### config.mk
export PLATFORM = sky130hd
export DESIGN_NAME = oc8051_stack_seq
export DESIGN_NICKNAME = d
export VERILOG_FILES = /design/src/rtl/oc8051_stack_seq.sv
export SDC_FILE = /design/constraint.sdc
export NUM_CORES = 1
export LEC_CHECK = 0
export ABC_AREA = 1
export BUFFER_PORTS_ARGS = -buffer_cell sky130_fd_sc_hd__buf_2
export CAP_MARGIN = 5
export CORE_AREA = 2 2 86 88
export CTS_CLUSTER_DIAMETER = 120
export CTS_CLUSTER_SIZE = 25
export DETAILED_ROUTE_END_ITERATION = 7
export DIE_AREA = 0 0 88 90
export HOLD_SLACK_MARGIN = 0.08
export PLACE_DENSITY = 0.78
export SYNTH_ARGS = -nofsm -noshare
export SYNTH_HDL_FRONTEND = slang
export SYNTH_SLANG_ARGS = --single-unit
### constraint.sdc
create_clock -name clk -period 1.8 [get_ports clk]
set_input_delay 0.09 -clock clk [delete_from_list [all_inputs] [get_ports clk]]
set_output_delay 0.09 -clock clk [all_outputs]
set_load 0.02 [all_outputs]
### src/rtl/oc8051_stack_seq.sv
// Stack access sequencer: owns SP and turns push/pop/call/ret requests into
// timed internal-RAM write and read cycles; SP is also writable as an SFR.
module oc8051_stack_seq #(
   parameter logic [7:0] RST_SP      = 8'h07,
   parameter logic [7:0] SFR_SP_ADDR = 8'h81
) (
   input  logic        clk,
   input  logic        rst,
   input  logic        req_valid,
   output logic        req_ready,
   input  logic [1:0]  req_op,
   input  logic [15:0] req_data,
   output logic        rsp_valid,
   output logic [15:0] rsp_data,
   input  logic        sfr_wr,
   input  logic        sfr_wr_bit,
   input  logic [7:0]  sfr_addr,
   input  logic [7:0]  sfr_data,
   output logic [7:0]  sp_out,
   output logic        ram_wr,
   output logic [7:0]  ram_wr_addr,
   output logic [7:0]  ram_wr_data,
   output logic        ram_rd,
   output logic [7:0]  ram_rd_addr,
   input  logic [7:0]  ram_rd_data
);

   localparam logic [2:0] S_IDLE    = 3'd0;
   localparam logic [2:0] S_WR_LO   = 3'd1;
   localparam logic [2:0] S_WR_HI   = 3'd2;
   localparam logic [2:0] S_RD_A    = 3'd3;
   localparam logic [2:0] S_RD_B    = 3'd4;
   localparam logic [2:0] S_RD_DONE = 3'd5;

   localparam logic [1:0] OP_CALL = 2'b10;
   localparam logic [1:0] OP_RET  = 2'b11;

   logic [2:0]  state_q, state_d;
   logic [7:0]  sp_q, sp_d;
   logic [1:0]  op_q, op_d;
   logic [15:0] data_q, data_d;
   logic [7:0]  hi_q, hi_d;
   logic [15:0] rsp_q, rsp_d;

   logic        sp_hit;
   logic [7:0]  sp_inc;
   logic [7:0]  sp_dec;
   logic [15:0] rsp_word;

   assign sp_hit    = sfr_wr & ~sfr_wr_bit & (sfr_addr == SFR_SP_ADDR);
   assign sp_inc    = sp_q + 8'd1;
   assign sp_dec    = sp_q - 8'd1;
   assign req_ready = (state_q == S_IDLE) & ~sp_hit;
   assign sp_out    = sp_q;

   always_comb begin
      state_d     = state_q;
      sp_d        = sp_q;
      op_d        = op_q;
      data_d      = data_q;
      hi_d        = hi_q;
      rsp_d       = rsp_q;
      rsp_word    = rsp_q;
      rsp_valid   = 1'b0;
      ram_wr      = 1'b0;
      ram_wr_addr = 8'h00;
      ram_wr_data = 8'h00;
      ram_rd      = 1'b0;
      ram_rd_addr = 8'h00;

      case (state_q)
         S_IDLE: begin
            if (req_valid && req_ready) begin
               op_d    = req_op;
               data_d  = req_data;
               // op bit 0 distinguishes reads (pop8/ret) from writes (push8/call)
               state_d = req_op[0] ? S_RD_A : S_WR_LO;
            end
         end
         S_WR_LO: begin
            ram_wr      = 1'b1;
            ram_wr_addr = sp_inc;
            ram_wr_data = data_q[7:0];
            sp_d        = sp_inc;
            state_d     = (op_q == OP_CALL) ? S_WR_HI : S_IDLE;
         end
         S_WR_HI: begin
            ram_wr      = 1'b1;
            ram_wr_addr = sp_inc;
            ram_wr_data = data_q[15:8];
            sp_d        = sp_inc;
            state_d     = S_IDLE;
         end
         S_RD_A: begin
            ram_rd      = 1'b1;
            ram_rd_addr = sp_q;
            sp_d        = sp_dec;
            state_d     = (op_q == OP_RET) ? S_RD_B : S_RD_DONE;
         end
         S_RD_B: begin
            ram_rd      = 1'b1;
            ram_rd_addr = sp_q;
            hi_d        = ram_rd_data;
            sp_d        = sp_dec;
            state_d     = S_RD_DONE;
         end
         S_RD_DONE: begin
            // Response is presented straight from the RAM in this cycle and held afterwards
            rsp_valid = 1'b1;
            rsp_word  = (op_q == OP_RET) ? {hi_q, ram_rd_data} : {8'h00, ram_rd_data};
            rsp_d     = rsp_word;
            state_d   = S_IDLE;
         end
         default: state_d = S_IDLE;
      endcase

      if (sp_hit) sp_d = sfr_data;
   end

   assign rsp_data = rsp_valid ? rsp_word : rsp_q;

   always_ff @(posedge clk or negedge rst) begin
      if (!rst) begin
         state_q <= S_IDLE;
         sp_q    <= RST_SP;
         op_q    <= 2'b00;
         data_q  <= 16'h0000;
         hi_q    <= 8'h00;
         rsp_q   <= 16'h0000;
      end else begin
         state_q <= state_d;
         sp_q    <= sp_d;
         op_q    <= op_d;
         data_q  <= data_d;
         hi_q    <= hi_d;
         rsp_q   <= rsp_d;
      end
   end

endmodule

* After elaboration in Yosys (flattened, before gate mapping)
Index checks and enable logic that the tools add are counted.
Widths: inputs -> output; s select.
** Word-level totals
- Flip-flop bits (word level) :: 53
** Operators by class
- $add $sub $neg :: 2
- Equal/unequal tests :: 9
- Muxes and demuxes :: 16
- Bitwise logic cells :: 5
- Reductions and logical operators :: 6
** Operators with widths (number)
- $mux 16 :: 3
- $pmux 8 s2 :: 2
- $mux 8 :: 3
- $pmux 3 s4 :: 1
- $add 8x1->8 const B :: 1
- $eq 8x8->1 const B :: 1
- $sub 8x1->8 const B :: 1
- $eq 3x2->1 const B :: 2
- $eq 3x3->1 const B :: 2
- $eq 2x2->1 const B :: 2
- $mux 1 :: 4
- $mux 2 :: 2
- $reduce_or 2->1 :: 2
- $and 1x1->1 :: 3
- $eq 3x1->1 const B :: 1
- $logic_not 3->1 :: 1
- $mux 3 :: 1
- $reduce_bool 3->1 :: 1
- $ne 2x1->1 const B :: 1
- $not 1->1 :: 2
- $reduce_and 2->1 :: 1
- $logic_and 1x1->1 :: 1

* Logic depth before layout (Yosys ltp)
Gate-level depths: netlist of run 1.
- Depth after elaboration :: 8
- Depth in mapped cells :: 11
- Depth with buffers taken out :: 11

* Worst setup path before layout of run 1
OpenSTA, ideal clock, no wires.
- Path type :: register to register
- From :: register state_q[2]
- To :: register rsp_q[0]
- Setup time :: 0.159 ns
- Data arrival time :: 1.577 ns
- Data required time :: 1.641 ns
- Path slack :: 0.064 ns
- Cell stages (with the launch flop) :: 6
- Cell sequence :: dfrtp_1 -> inv_2 -> nor3_4 -> inv_2 -> buf_2 -> o21ai_1
** Between the ends
- Word-level cells in the longest chain between the ends :: 2
** Ends and longest elaborated chain
- start, declared :: RTL line 38 : logic [2:0] state_q, state_d;
- start signal, assigned :: RTL line 131 : state_q <= state_d;
- $eq 3x3->1 :: RTL line 71 : case (state_q)
- $mux 16
- end signal, assigned :: RTL line 136 : rsp_q <= rsp_d;
- end, declared :: RTL line 43 : logic [15:0] rsp_q, rsp_d;
Every way passes these cells.
A chain may end at the register's enable or synchronous reset.

* Worst setup path after layout of run 1
- From :: register sp_q[1] (netlist: sp_out[1])
- To :: output ram_wr_addr[7]
** Between the ends
- Word-level cells in the longest chain between the ends :: 2
** Ends and longest elaborated chain
- start, declared :: RTL line 39 : logic [7:0] sp_q, sp_d;
- start signal, assigned :: RTL line 132 : sp_q <= sp_d;
- $add 8x1->8 :: RTL line 51 : assign sp_inc = sp_q + 8'd1;
- $mux 8 :: RTL line 71
- end, declared :: RTL line 21 : output logic [7:0] ram_wr_addr,
Every way passes these cells.

==> run_results.csv, run 1 <==
group,metric,value,unit
final_layout,area_growth,40.9,%
final_layout,layout_common_cells,"nand2_1, buf_2, inv_1",
die,start_util,0.412,
drt,wirelength,7.68,mm
worst_setup_path,crit_fanout,6,
drt,first_pass_iters,5,
synth,synth_flop_cell,"dfrtp_1",
global_routing,overflow,0,
final_layout,drive_above_1_share,0.301,
final_layout,final_common_cell,"nand2_1",
drt,drcViolationCount,0,
clock_network,numCtsBuffers,5,
worst_setup_path,path_class,"reg -> out",
synth,syn-num-nets,437,
timing,skew,13.9,ps
die,core,0.00702,sq mm
clock_network,ctsHtreeMaxLevel,2,
timing,max-slew-margin-rel,0.550,
pwr,p_seq_frac,0.300,
place,placed_cell_area,0.00348,sq mm
place,gp_congestion,0.938,
die,die_h,90,microns
worst_setup_path,crit_chain,"buf_4, nand2_1, nor2_4, nand3_1, a21oi_1, buf_4",
hold_path,min_path_type,"in -> reg",
pwr,clockPowerShare,0.107,
drt,ant_nets,0,
timing,max_freq,561,MHz
clock_network,clkLatencyLatePin,310,ps
final_layout,final_nets,577,
outcome,status,"complete, no violations",
die,io_pins,99,
worst_setup_path,r2r_start,"state_q[1]",
timing,slew_violations,0,
worst_setup_path,worstSetupEndpointType,"primary output",
global_routing,grt_max_degree,54,
pwr,comb_power_share,0.593,
timing,post-route-min-period,1780,ps
synth,syn_inst,388,
pwr,pwr_density_cell,1720,mW/mm^2
synth,synth_area,0.00290,sq mm
synth,ys_seq_area_frac,0.459,
synth,synth.distinct_cells,33,
synth,syn_area_per_cell,7.46,sq um
die,rows,31,
clock_network,path_clk_slew,90,ps
drt,routed-via-count,2946,
timing,hold_viol,0,
pwr,p_leak,2.23,nW
clock_network,cts_sinks,53,
hold_path,hp-start,"sfr_data[2]",
worst_setup_path,crit_top_cell,"buf_4",
pwr,power.share.switching,0.492,
global_routing,grt_pass1_vias,2855,
final_layout,antenna_cells,0,
synth,ys_warn_count,0,
worst_setup_path,worstSetupStartpointType,"flop",
timing,rsz0062_at_grt,"true",
synth,ys_ff_latch,53,
worst_setup_path,max_stage_delay,610,ps
synth,synthArstFlopShare,1.00,
drt,wire_per_inst,12.2,microns
clock_network,root_buffer,"clkbuf_8",
drt,viasPerCell,4.69,
final_layout,final_area,0.00408,sq mm
pwr,ir_worst_vdd,850,uV
timing,setup_viol,0,
global_routing,grt_usage,0.198,
pwr,p_total,0.00703,W
worst_setup_path,required,1710,ps
drt,drt-initial-drc-count,88,
timing,fin_tns_setup,0,ps
timing,fin_crit_sh,0.991,
place,portBuffers,98,
die,fp.dieArea,0.00792,sq mm
synth,synth-edff-count,0,
clock_network,cts_max_path_buffers,2,
pwr,switchingPower,0.00346,W
pwr,p_int,0.00357,W
timing,hold_ws,85.4,ps
worst_setup_path,crit_arrival,1690,ps
worst_setup_path,crit_path_top_delay_cell,"dfstp_2",
place,hpwlAfterDp,5.34,mm
timing,worstMarginPinSlew,675,ps
clock_network,cts_tree,"done",
global_routing,antenna_found_initial,0,
die,die_w,88,microns
flow_run,max_cap_violations,0,
global_routing,grt_pass1_wl,12.8,mm
worst_setup_path,critPathLaunch,"sp_out[1]",
logic make-up (layout without fill, tap and decap cells):
| logic type | count (synthesis) | count (layout) | share of synthesized area |
|---|---|---|---|
| simple gates | 209 | 209 | 0.331 |
| xor+xnor | 2 | 2 | 0.00605 |
| flops | 53 | 53 | 0.459 |
| fa+ha+maj | 2 | 2 | 0.00864 |
| compound gates | 55 | 55 | 0.101 |
| buf+inv | 67 | 208 | 0.0942 |
power groups by stage:
stage                     clock, W  sequential, W  combinational, W
after floorplan                  0        0.00211           0.00264
after global placement           0        0.00209           0.00360
after detailed placement         0        0.00212           0.00366
after CTS                 0.000777        0.00210           0.00380
after global routing      0.000815        0.00218           0.00462
final                     0.000750        0.00211           0.00417
sequential cells by signal (all words and copies together), names as in the netlist:
register,cells
hi_q,8
op_q,2
data_q,16
rsp_q,16
state_q,3
sp_out,8
worst paths after layout:
check,to,slack (ps),cells after the start
max in group asynchronous,state_q[2],880,3
worst min-delay path,sp_out[2],90,5
worst max-delay path,ram_wr_addr[7],20,6
worst max register to register,data_q[14],190,6
worst min register to register,rsp_q[7],490,2
min in group asynchronous,hi_q[4],420,3
worst max-delay path, delay by kind of cell (launching register included):
family	cells	cell delay, ps
flops	1	610
compound gates	1	150
buf+inv	2	290
simple gates	3	340
per-layer routing:
metal	share of wire	up-vias	global-route usage
li1	-	1497	-
met1	0.42	1332	0.251
met5	0	-	0
met3	0.050	17	0.0275
met4	0.023	0	0.0667
met2	0.50	100	0.343
stage by stage:
stage,worst slack [ps],cells,util
final,16.8,628,0.581
after global routing,-97.6,628,0.581
after CTS,-60.5,619,0.557
after detailed placement,151,580,0.496
after global placement,227,580,0.496
after floorplan,64.4,388,-
timing repair:
action | CTS | global route
setup buffers | 2 | 9
pin swaps | 0 | 4
setup endpoints to repair | 16 | 40
gates resized for setup | 7 | 26
hold buffers | 29 | 0
hold endpoints to repair | 85 | 0
area by class of cell:
cell class | count | area, sq um
fill | 662 | 2940
multi-input combinational | 268 | 1390
sequential | 53 | 1330
timing repair buffer | 141 | 893
inverter | 59 | 236
tap | 99 | 124
clock buffer | 7 | 96.3
clock inverter | 1 | 8.76
cells in the mapped netlist (2+ instances only):
cell | count | area [sq um]
a21oi_1 | 13 | 65.1
buf_2 | 5 | 25.0
buf_6 | 2 | 22.5
clkinv_1 | 2 | 7.51
dfrtp_1 | 50 | 1250
dfstp_2 | 3 | 78.8
ha_1 | 2 | 25.0
inv_1 | 53 | 199
inv_2 | 4 | 15.0
nand2_1 | 109 | 409
nand2_4 | 2 | 22.5
nand3_1 | 31 | 155
nand3_2 | 3 | 30.0
nand3b_1 | 3 | 22.5
nand4_1 | 3 | 18.8
nor2_1 | 49 | 184
nor2_2 | 2 | 12.5
o21ai_0 | 22 | 110
o21ai_1 | 15 | 75.1
o21ai_2 | 2 | 17.5
Power figures use the tool's default switching activity.
==> run 2, diff against run 1 <==
Settings changed: CAP_MARGIN 5 to default, HOLD_SLACK_MARGIN 0.08 to 0.12.
==> run_results.csv, run 2 (synthesis results as in run 1) <==
group,metric,value,unit
outcome,status,"complete, no violations",
timing,worstMarginPinSlew,675,ps
drt,drcViolationCount,0,
clock_network,cts_tree,"done",
worst_setup_path,cp.buffers_inverters,2,
drt,drt-initial-drc-count,87,
worst_setup_path,worstSetupStartpointType,"flop",
place,gp_congestion,0.938,
worst_setup_path,crit_fanout,6,
worst_setup_path,path_class,"reg -> out",
worst_setup_path,r2r_start,"state_q[1]",
worst_setup_path,crit_path_top_delay_cell,"dfstp_2",
hold_path,hp-start,"sfr_data[3]",
flow_run,max_cap_violations,0,
timing,fin_tns_setup,0,ps
worst_setup_path,max_stage_delay,610,ps
global_routing,grt_usage,0.199,
die,fp.dieArea,0.00792,sq mm
drt,routed-via-count,2951,
timing,skew,14.0,ps
hold_path,whs_path_depth,5,
pwr,pwr_density_cell,1710,mW/mm^2
place,portBuffers,98,
clock_network,cts_sinks,53,
timing,hold_viol,0,
hold_path,min_path_type,"in -> reg",
place,hpwlAfterDp,5.34,mm
final_layout,layout_common_cells,"nand2_1, buf_2, inv_1",
timing,rsz0062_at_grt,"true",
drt,wirelength,7.73,mm
clock_network,numCtsBuffers,5,
worst_setup_path,rr_worst_depth,6,
global_routing,grt_max_degree,54,
worst_setup_path,worstSetupEndpointType,"primary output",
final_layout,final_area,0.00411,sq mm
clock_network,clkLatencyLatePin,310,ps
die,start_util,0.412,
die,die_w,88,microns
clock_network,cts_max_path_buffers,2,
final_layout,reg_top3,"data_q (16), rsp_q (16)",
die,die_h,90,microns
die,core,0.00702,sq mm
timing,setup_viol,0,
timing,fin_crit_sh,0.994,
drt,first_pass_iters,5,
clock_network,path_clk_slew,90,ps
final_layout,final_common_cell,"nand2_1",
worst_setup_path,required,1710,ps
timing,max_freq,559,MHz
drt,wire_per_inst,12.3,microns
global_routing,grt_pass1_wl,12.8,mm
drt,viasPerCell,4.68,
global_routing,antenna_found_initial,0,
clock_network,ctsHtreeMaxLevel,2,
global_routing,grt_pass1_vias,2865,
worst_setup_path,crit_arrival,1700,ps
hold_path,holdPathEnd,"sp_out[3]",
pwr,ir_worst_vdd,851,uV
drt,ant_nets,0,
die,io_pins,99,
final_layout,area_growth,42.0,%
worst_setup_path,reg2reg_to,"data_q[12]",
global_routing,overflow,0,
worst_setup_path,crit_family,"flip-flops",
worst_setup_path,regToRegSetupSlack,180,ps
final_layout,drive_above_1_share,0.299,
die,rows,31,
final_layout,final_nets,580,
final_layout,post-route-util,0.585,
worst_setup_path,crit_chain,"ha_4, nand4_1, o21ai_2, inv_1, nor2_1, buf_4",
timing,max-slew-margin-rel,0.550,
pwr,p_leak,2.24,nW
timing,slew_violations,0,
final_layout,antenna_cells,0,
place,placed_cell_area,0.00348,sq mm
timing,post-route-min-period,1790,ps
clock_network,root_buffer,"clkbuf_8",
[run 2: changes by cell type in the layout (fill, tap and decap cells not counted), sizes merged]
cell	previous run	this run
dlygate4sd3	29	32
[run 2: layout make-up]
class                           count  area (sq um)
Sequential cell                    53          1330
Inverter                           59           236
Clock inverter                      1          8.76
Fill cell                         661          2910
Timing Repair Buffer              144           923
Tap cell                           99           124
Clock buffer                        7          96.3
Multi-Input combinational cell    268          1390
[run 2: worst max path at each step]
stage / startpoint / end / slack, ps / cells after the start
after floorplan: state_q[2] / rsp_q[0] / 60 / 5
after global placement: state_q[1] / data_q[10] / 230 / 6
after detailed placement: state_q[1] / data_q[1] / 150 / 5
after CTS: sp_out[1] / ram_wr_addr[6] / -60 / 6
after global routing: sp_out[1] / ram_wr_addr[6] / -100 / 6
final: sp_out[1] / ram_wr_addr[6] / 10 / 6
[run 2: report_power, final]
part           switching, W  leakage [nW]  internal (W)
registers          0.000369         0.643       0.00174
logic               0.00270          1.55       0.00147
clock network      0.000397        0.0549      0.000356
total               0.00347          2.24       0.00357
[run 2: repair_timing]
action | 4_1_cts | 5_1_grt
endpoints found under the setup margin | 16 | 40
cloned | 0 | 0
buffers inserted | 2 | 9
hold endpoints to repair | 90 | 0
resized for setup | 7 | 26
hold buffers | 32 | 0
pin swaps | 0 | 4
[run 2: per-stage QoR]
step                      instances  total power (W)  hold WS, ps  setup WS, ps
after floorplan                 388          0.00475         -206          64.4
after global placement          580          0.00569          258           227
after detailed placement        580          0.00578          259           151
after CTS                       622          0.00669          143         -60.5
after global routing            631          0.00763          172         -97.9
final                           631          0.00704          140          10.4
[run 2: worst reg2reg max path, delay by kind of cell (launching register included)]
| kind | cells | cell delay, ps |
|---|---|---|
| buffers and inverters | 1 | 80 |
| and+or+nand+nor | 4 | 880 |
| DFF | 1 | 480 |
| AOI/OAI and AO/OA | 1 | 50 |
[run 2: layer usage]
metal	share of wire	wire, microns	up-vias	global-route usage
met4	0.023	181	0	0.0667
li1	-	-	1502	-
met5	0	0	-	0
met2	0.50	3900	99	0.343
met3	0.045	346	16	0.0266
met1	0.43	3310	1334	0.253
